[src/rtl/mulinc_decoder_pkg.sv]
// rtl/mulinc_decoder_pkg.sv - shared types, defaults and wrap-subtract helper for the mul/inc decoder
package mulinc_pkg;

  localparam int DEFAULT_W = 2;
  localparam int MAX_W     = 16;

  typedef enum logic [1:0] {
    IDLE,
    SUB,
    MUL,
    DONE
  } state_t;

  // Subtract at the widest legal operand width; callers keep the low W bits,
  // which is exactly the W-bit wrap-around difference.
  function automatic logic [MAX_W-1:0] wrap_sub(input logic [MAX_W-1:0] a,
                                                input logic [MAX_W-1:0] b);
    return a - b;
  endfunction

endpackage

[src/rtl/mulinc_decoder_if.sv]
// rtl/mulinc_decoder_if.sv - tuple-in / result-out handshake bundle of the mul/inc decoder
interface mulinc_decoder_if import mulinc_pkg::*; #(
  parameter int W = DEFAULT_W
);

  logic         in_valid;
  logic         in_ready;
  logic [W-1:0] x;
  logic         z;
  logic [W-1:0] u;
  logic [W-1:0] w;
  logic         out_valid;
  logic         out_ready;
  logic [W-1:0] y;
  logic         match;

  // Producer/consumer side that feeds tuples and drains results.
  modport master (
    output in_valid, x, z, u, w, out_ready,
    input  in_ready, out_valid, y, match
  );

  // Decoder side.
  modport slave (
    input  in_valid, x, z, u, w, out_ready,
    output in_ready, out_valid, y, match
  );

endinterface

[src/rtl/mulinc_decoder_serial_mul.sv]
// rtl/mulinc_decoder_serial_mul.sv - W-cycle bit-serial shift-add multiplier, product mod 2^W
module serial_mul_modw import mulinc_pkg::*; #(
  parameter int W = DEFAULT_W
) (
  input  logic         clk,
  input  logic         rst,
  input  logic         start,
  input  logic [W-1:0] x,
  input  logic [W-1:0] y,
  output logic         busy,
  output logic         done,
  output logic [W-1:0] product
);

  localparam int IW = (W > 1) ? $clog2(W) : 1;
  localparam logic [IW-1:0] LAST = IW'(W - 1);

  logic [W-1:0]  x_r;
  logic [W-1:0]  y_r;
  logic [W-1:0]  acc;
  logic [IW-1:0] idx;

  // done flags the cycle whose edge performs the final partial-product add,
  // so acc holds the full product right after it.
  assign done    = busy && (idx == LAST);
  assign product = acc;

  // Load operands on start, then add one shifted partial product per cycle.
  always_ff @(posedge clk) begin
    if (rst) begin
      x_r  <= '0;
      y_r  <= '0;
      acc  <= '0;
      idx  <= '0;
      busy <= 1'b0;
    end else if (start) begin
      x_r  <= x;
      y_r  <= y;
      acc  <= '0;
      idx  <= '0;
      busy <= 1'b1;
    end else if (busy) begin
      if (x_r[idx]) begin
        acc <= acc + (y_r << idx);
      end
      idx <= idx + 1'b1;
      if (idx == LAST) begin
        busy <= 1'b0;
      end
    end
  end

endmodule

[src/rtl/mulinc_decoder.sv]
// rtl/mulinc_decoder.sv - recovers y = w - z and checks x*y == u; MULINC_DEC_STATS_EN adds mismatch_cnt
module mulinc_decoder import mulinc_pkg::*; #(
  parameter int W  = DEFAULT_W,
  parameter int CW = 8
) (
  input  logic          clk,
  input  logic          rst,
  mulinc_decoder_if.slave bus
`ifdef MULINC_DEC_STATS_EN
  ,
  output logic [CW-1:0] mismatch_cnt
`endif
);

  state_t       state;
  logic [W-1:0] x_r;
  logic [W-1:0] u_r;
  logic [W-1:0] w_r;
  logic         z_r;
  logic [W-1:0] y_r;

  logic         mul_start;
  logic         mul_busy;
  logic         mul_done;
  logic [W-1:0] product;
  logic [W-1:0] y_next;

  assign y_next    = W'(wrap_sub(MAX_W'(w_r), MAX_W'(z_r)));
  assign mul_start = (state == SUB) && !mul_busy;

  serial_mul_modw #(.W(W)) u_mul (
    .clk     (clk),
    .rst     (rst),
    .start   (mul_start),
    .x       (x_r),
    .y       (y_next),
    .busy    (mul_busy),
    .done    (mul_done),
    .product (product)
  );

  assign bus.y     = y_r;
  assign bus.match = bus.out_valid && (product == u_r);

  // Control FSM: accept a tuple, recover y, run the multiplier, hold the result.
  always_ff @(posedge clk) begin
    if (rst) begin
      state         <= IDLE;
      bus.in_ready  <= 1'b0;
      bus.out_valid <= 1'b0;
      x_r           <= '0;
      u_r           <= '0;
      w_r           <= '0;
      z_r           <= 1'b0;
      y_r           <= '0;
    end else begin
      case (state)
        IDLE: begin
          bus.in_ready <= 1'b1;
          if (bus.in_valid && bus.in_ready) begin
            x_r          <= bus.x;
            u_r          <= bus.u;
            w_r          <= bus.w;
            z_r          <= bus.z;
            bus.in_ready <= 1'b0;
            state        <= SUB;
          end
        end
        SUB: begin
          y_r   <= y_next;
          state <= MUL;
        end
        MUL: begin
          if (mul_done) begin
            bus.out_valid <= 1'b1;
            state         <= DONE;
          end
        end
        DONE: begin
          if (bus.out_ready) begin
            bus.out_valid <= 1'b0;
            bus.in_ready  <= 1'b1;
            state         <= IDLE;
          end
        end
        default: begin
          state <= IDLE;
        end
      endcase
    end
  end

`ifdef MULINC_DEC_STATS_EN
  // Count delivered mismatching results, holding at the counter's maximum.
  always_ff @(posedge clk) begin
    if (rst) begin
      mismatch_cnt <= '0;
    end else if (bus.out_valid && bus.out_ready && !bus.match && (mismatch_cnt != '1)) begin
      mismatch_cnt <= mismatch_cnt + 1'b1;
    end
  end
`endif

endmodule

[src/flat_wrapper.sv]
// flat-port wrapper written by rule: the top's interface ports become plain ports
module mulinc_decoder_flat import mulinc_pkg::*;
#(
  parameter int W  = DEFAULT_W,
  parameter int CW = 8
)
  (clk, rst, bus_in_valid, bus_x, bus_z, bus_u, bus_w, bus_out_ready, bus_in_ready, bus_out_valid, bus_y, bus_match);
  mulinc_decoder_if #(.W(W)) bus_i ();
  input  logic clk;
  input  logic rst;
  input wire logic [$bits(bus_i.in_valid)-1:0] bus_in_valid;
  input wire logic [$bits(bus_i.x)-1:0] bus_x;
  input wire logic [$bits(bus_i.z)-1:0] bus_z;
  input wire logic [$bits(bus_i.u)-1:0] bus_u;
  input wire logic [$bits(bus_i.w)-1:0] bus_w;
  input wire logic [$bits(bus_i.out_ready)-1:0] bus_out_ready;
  output wire logic [$bits(bus_i.in_ready)-1:0] bus_in_ready;
  output wire logic [$bits(bus_i.out_valid)-1:0] bus_out_valid;
  output wire logic [$bits(bus_i.y)-1:0] bus_y;
  output wire logic [$bits(bus_i.match)-1:0] bus_match;
  assign bus_i.in_valid = bus_in_valid;
  assign bus_i.x = bus_x;
  assign bus_i.z = bus_z;
  assign bus_i.u = bus_u;
  assign bus_i.w = bus_w;
  assign bus_i.out_ready = bus_out_ready;
  assign bus_in_ready = bus_i.in_ready;
  assign bus_out_valid = bus_i.out_valid;
  assign bus_y = bus_i.y;
  assign bus_match = bus_i.match;
  mulinc_decoder #(.W(W), .CW(CW)) u_core (.clk(clk), .rst(rst), .bus(bus_i));
endmodule
[config.mk]
export PLATFORM = sky130hd
export DESIGN_NAME = mulinc_decoder_flat
export DESIGN_NICKNAME = d
export VERILOG_FILES = /design/src/rtl/mulinc_decoder_pkg.sv /design/src/rtl/mulinc_decoder_if.sv /design/src/rtl/mulinc_decoder_serial_mul.sv /design/src/rtl/mulinc_decoder.sv /design/src/flat_wrapper.sv
export SDC_FILE = /design/constraint.sdc
export NUM_CORES = 1
export LEC_CHECK = 0
export CAP_MARGIN = 20
export CORE_ASPECT_RATIO = 1.4
export CORE_MARGIN = 1.5
export CORE_UTILIZATION = 25
export DETAILED_ROUTE_END_ITERATION = 8
export PLACE_DENSITY = 0.47
export SLEW_MARGIN = 10
export SYNTH_ARGS = -nofsm -noshare
export SYNTH_HDL_FRONTEND = slang
export SYNTH_SLANG_ARGS = --single-unit
export TNS_END_PERCENT = 50
[constraint.sdc]
create_clock -name clk -period 1.93 [get_ports clk]
set_input_delay 0.193 -clock clk [delete_from_list [all_inputs] [get_ports clk]]
set_output_delay 0.193 -clock clk [all_outputs]
set_load 0.1 [all_outputs]
==> flow_summary.toml, run 1 <==
[run_status]
outcome = "finished clean"

[timing]
fin_tns_setup_ns = 0
clock_skew_ns = 0.00465
finalCritPeriodShare = 0.835
slew_headroom = 0.763
tightest_slew_ns = 0.354
setup_viol = 0
hold_viol = 0
fmax_ghz = 0.621
rsz0062_at_grt = "false"
drv_slew = 0
period_needed_ns = 1.61

[logic_synthesis]
synthArstFlopShare = 0
synth.distinct_cells = 23
syn-num-nets = 117
synth_edf_count = 0
synth.most_common_cell = "nor2_1"
ys_ff_latch = 21
ys_seq_area_frac = 0.425
syn-instance-count = 99
synth_top_area_cell = "dfxtp_1"
syn_area_sq_um = 988
ys_warn_count = 0
synthTopCellsByCount = "22 x nor2_1, 21 x dfxtp_1, 15 x mux2i_1"
synth_top_area_share = 0.425
synth_ff_type = "dfxtp_1"
synth.top_cells.by_area = "dfxtp_1 43%, mux2i_1 15%, ha_1 8.9%, nor2_1 8.4%, a211oi_1 4.6%"
postSynthAreaPerCell_sq_um = 9.98

[finish]
nets = 135
drive_above_1_share = 0.155
area_delta_synth_final_pct = 24.4
antenna_cells = 0

[pwr]
power.internal_mw = 1.02
p_sw_frac = 0.441
vdd_drop_max_mv = 0.464
powerDensity_nw_per_um2 = 1480
power_mw = 1.83
power_frac_comb = 0.495
clkPwrFrac = 0.162
leakagePower_nw = 0.506
pwr-share-seq = 0.343
switching_power_mw = 0.805

[place]
io_buffers = 15
gp_congestion = 0.671
dp_hpwl_um = 1430

[routing]
wl_um = 1870
detail-route-antenna-nets = 0
drc = 0
vias_per_cell = 4.47
wl_per_cell_um = 11.8
via_count = 707
drtIter0Drc = 3
dr.pass1.iters = 4

[hold_path]
hold_class = "reg2reg"
min_from = "u_core.u_mul.product[1]"

[clocking]
cts-resized-gates = 0
htree_levels = 1
cts_tree = "built"
cts_hold_buf = 0
cts-root-buf = "clkbuf_8"
ctsLongestPathBuffers = 2
cts-buffers-inserted = 3
worstSkewPairLatency_ns = 0.26
clock_sinks = 21
post_cts_buffers = 0
path_clk_slew_ns = 0.08

[die]
fp.dieW_um = 56.1
fp.coreArea_sq_um = 3710
num_rows = 26
top_level_ports = 16
dieArea_sq_um = 4350
die_height_um = 77.4
start_util = 0.267

[worst_setup_path]
cp-start-kind = "register"
critPathMaxFanout = 6
critPathRequiredTime_ns = 2.11
crit_path_end_kind = "register"
startpoint = "u_core.state[1]"
cp.arrival_ns = 1.79
worstReg2RegStart = "u_core.state[1]"
path_class = "reg2reg"

[grt]
grt_pass1_wl_um = 3260
antenna_found_initial = 0
grt_pass1_vias = 744
grt_usage = 0.0955
grt_max_degree = 20
overflow = 0

[run]
drv_cap = 0
[cell usage in the layout, fill, tap and decap left out, types with 2 or more instances in the layout]
cell type / instances
a21oi_1: 2
dfxtp_1: 21
clkbuf_8: 3
clkdlybuf4s50_1: 10
inv_1: 3
a211oi_1: 6
nand2_1: 2
nor2b_1: 3
nor2_1: 22
ha_1: 7
buf_4: 6
xnor2_1: 4
nand2_2: 2
mux2i_1: 15
[power groups by stage]
stage | logic [mW] | clock network (mW) | registers [mW]
after floorplan | 0.535 | 0 | 0.828
after global placement | 0.896 | 0 | 0.636
after detailed placement | 0.915 | 0 | 0.641
after CTS | 0.917 | 0.314 | 0.631
after global routing | 0.978 | 0.329 | 0.645
final | 0.905 | 0.295 | 0.626
[cell type report]
class | count | area [sq um]
Fill cell | 417 | 2480
Multi-Input combinational cell | 71 | 532
Sequential cell | 21 | 420
Timing Repair Buffer | 17 | 165
Tap cell | 42 | 52.6
Clock buffer | 3 | 41.3
Inverter | 3 | 11.3
Clock inverter | 1 | 7.51
[logic make-up (layout without fill, tap and decap cells)]
| kind of cell | after synthesis | count (layout) | share of synthesized area |
|---|---|---|---|
| AO/OA/AOI/OAI | 11 | 11 | 0.101 |
| AND/OR/NAND/NOR | 34 | 34 | 0.160 |
| adder cells (fa/ha/maj) | 7 | 7 | 0.0886 |
| XOR/XNOR | 4 | 4 | 0.0354 |
| multiplexers | 15 | 15 | 0.152 |
| buffers and inverters | 7 | 24 | 0.0380 |
| flip-flops | 21 | 21 | 0.425 |
[stage by stage]
stage          instance area [sq um]  hold WS [ns]  utilization  std cells  setup WS (ns)
4_1_cts                         1230         0.500        0.332        158          0.309
5_1_grt                         1230         0.522        0.332        158          0.192
3_3_place_gp                    1180         0.478        0.318        154          0.351
2_1_floorplan                    990         0.337            -         99         0.0665
3_5_place_dp                    1180         0.485        0.318        154          0.330
6_report                        1230         0.491        0.332        158          0.319
[registers in the layout (all words and copies together) (netlist names), 2 cells and up]
| register | cells |
|---|---|
| u_core.bus.y | 2 |
| u_core.u_r | 2 |
| u_core.state | 2 |
| u_core.x_r | 2 |
| u_core.u_mul.product | 2 |
| u_core.u_mul.y_r | 2 |
| u_core.u_mul.x_r | 2 |
| u_core.w_r | 2 |
[worst paths after layout]
check / to / slack (ns) / cells after the start
setup reg to reg: u_core.u_mul.y_r[1] / 0.32 / 6
hold reg to reg: u_core.u_mul.product[1] / 0.49 / 2
hold / removal: u_core.u_mul.product[1] / 0.49 / 2
setup / recovery: u_core.u_mul.y_r[1] / 0.32 / 6
[worst max-delay path, cell delays in order, from the launching register on]
cell	delay [ns]
dfxtp_1	0.34
inv_1	0.10
ha_1	0.26
nor2b_1	0.36
buf_4	0.21
nor2_1	0.04
a211oi_1	0.21
[metal layers]
layer	vias to the layer above	global-route usage	wire [um]
met3	2	0.0100	19
met2	4	0.179	1030
met4	0	0.0643	34
met5	-	0	0
met1	330	0.0965	787
li1	371	-	-
Power figures use the tool's default switching activity.
==> run 2, diff against run 1 <==
Settings changed: PLACE_DENSITY 0.47 to 0.49.
Clock period 1.93 ns to 1.3 ns, I/O delays scaled along.
==> run 2 against run 1 <==
Effect of this change: the flow now finishes with violations (setup timing); via count rose by 7.9%; critical path type unchanged; power up 77%; setup slack lost 0.32 ns; largest cell class unchanged; sequential power grew 63%; critical path depth shrank 1; die area unchanged; largest power group unchanged; maximum frequency is 24% higher; clock skew about the same; worst hold slack got worse by 0.020 ns.
==> flow_summary.toml, run 2 (synthesis gave the netlist of run 1 again) <==
[timing]
slew_headroom = 0.832
setup_slack_ns = -0.00130
period_needed_ns = 1.30
drv_slew = 0
tightest_slew_ns = 0.252
rsz0062_at_grt = "true"
clock_skew_ns = 0.00502
hold_viol = 0
fmax_ghz = 0.768
finalCritPeriodShare = 1.00
setup_viol = 1

[pwr]
power_frac_comb = 0.549
pwr-share-seq = 0.316
vdd_drop_max_mv = 0.914
powerDensity_nw_per_um2 = 2210
switching_power_mw = 1.32
clkPwrFrac = 0.135
leakagePower_nw = 0.586
p_sw_frac = 0.410
power.internal_mw = 1.91
power_mw = 3.23

[worst_setup_path]
path_class = "reg2reg"
rrSetupSlack_ns = -0.001
cp.arrival_ns = 1.45
cp-start-kind = "register"
reg2regPathDepth = 5
crit_path_end_kind = "register"
r2r-end = "u_core.state[1]"
critPathMaxFanout = 4
worstReg2RegStart = "u_core.state[1]"
critPathRequiredTime_ns = 1.45

[run_status]
outcome = "finished with violations"
failed_checks = "setup timing"

[hold_path]
min_from = "bus_w[1]"
hold_class = "in2reg"
worstHoldPathCells = 3
hold_end = "u_core.w_r[1]"

[clocking]
cts-buffers-inserted = 3
clock_sinks = 21
worstSkewPairLatency_ns = 0.26
cts-root-buf = "clkbuf_8"
htree_levels = 1
ctsLongestPathBuffers = 2
path_clk_slew_ns = 0.08
cts_tree = "built"
cts_hold_buf = 0

[routing]
wl_um = 1920
dr.pass1.iters = 4
drtIter0Drc = 6
via_count = 763
vias_per_cell = 4.54
drc = 0
wl_per_cell_um = 11.4
detail-route-antenna-nets = 0

[grt]
grt_pass1_vias = 746
overflow = 0
grt_usage = 0.0919
grt_pass1_wl_um = 3180
grt_max_degree = 16
antenna_found_initial = 0

[finish]
antenna_cells = 0
area_delta_synth_final_pct = 48.1
nets = 145
fillCellCount = 384
layout_common_cells = "22 x nor2_1, 15 x mux2i_1, 14 x dfxtp_1, 10 x clkdlybuf4s50_1, 10 x buf_4"
layout_commonest_cell = "nor2_1"
drive_above_1_share = 0.357
final_core_util = 0.395

[die]
dieArea_sq_um = 4350
fp.coreArea_sq_um = 3710
die_height_um = 77.4
top_level_ports = 16
num_rows = 26
fp.dieW_um = 56.1
start_util = 0.267

[place]
io_buffers = 15
dp_hpwl_um = 1470
gp_congestion = 0.734

[run]
drv_cap = 0
==> run 2: power by group through the flow <==
stage,Clock [mW],Combinational (mW),Sequential [mW]
4_1_cts,0.453,1.76,1.00
6_report,0.436,1.77,1.02
3_5_place_dp,0,1.66,0.976
2_1_floorplan,0,0.800,1.24
5_1_grt,0.468,1.89,1.05
3_3_place_gp,0,1.62,0.967
==> run 2: what timing repair did <==
action / in CTS / in global routing
pin swaps: 1 / 1
endpoints found under the setup margin: 17 / 9
cloned: 0 / 0
setup buffers: 0 / 1
resized for setup: 19 / 6
==> run 2: worst max path at each step <==
stage	from	to	slack (ns)	depth (start not counted)
5_1_grt	u_core.state[1]	u_core.state[1]	-0.07	5
2_1_floorplan	u_core.state[1]	u_core.u_mul.product[1]	-0.09	6
3_3_place_gp	bus_in_valid	u_core.state[1]	-0.12	5
6_report	u_core.state[1]	u_core.state[1]	-0.001	5
4_1_cts	u_core.state[1]	u_core.state[1]	-0.02	5
3_5_place_dp	bus_in_valid	u_core.state[1]	-0.14	5
==> run 2: layer usage <==
metal,wire (um),up-vias,GRT usage
li1,-,392,-
met3,27,2,0.00500
met2,1060,7,0.178
met1,796,362,0.0959
met5,0,-,0
met4,36,0,0.0500
==> run 2: cell type report <==
cell class	instances	area, sq um	area share
Clock buffer	3	41.3	0.0282
Sequential cell	21	437	0.298
Clock inverter	1	6.26	0.00427
Multi-Input combinational cell	71	604	0.413
Timing Repair Buffer	27	307	0.209
Inverter	3	16.3	0.0111
Tap cell	42	52.6	0.0359
==> run 2: through the flow <==
stage	instances	TNS (ns)	setup WS, ns	hold slack [ns]	area, sq um
global route	168	-0.171	-0.0746	0.479	1460
floorplan	99	-0.220	-0.0918	0.274	998
finish	168	-0.00130	-0.00130	0.471	1460
detailed placement	163	-0.715	-0.138	0.486	1320
CTS	167	-0.0155	-0.0155	0.461	1430
global placement	163	-0.282	-0.124	0.474	1320
==> run 2: critical path, stage by stage (launching register included) <==
cell and delay, ns:
dfxtp_4 0.40, inv_4 0.05, ha_4 0.17, a221oi_4 0.30, mux2i_1 0.22, nor2_1 0.06
==> run 3, diff against run 2 <==
Settings changed: CTS_CLUSTER_SIZE from default to 25.
==> results of run 3 <==
The final DEF is identical to that of run 2; final timing and power are the same.
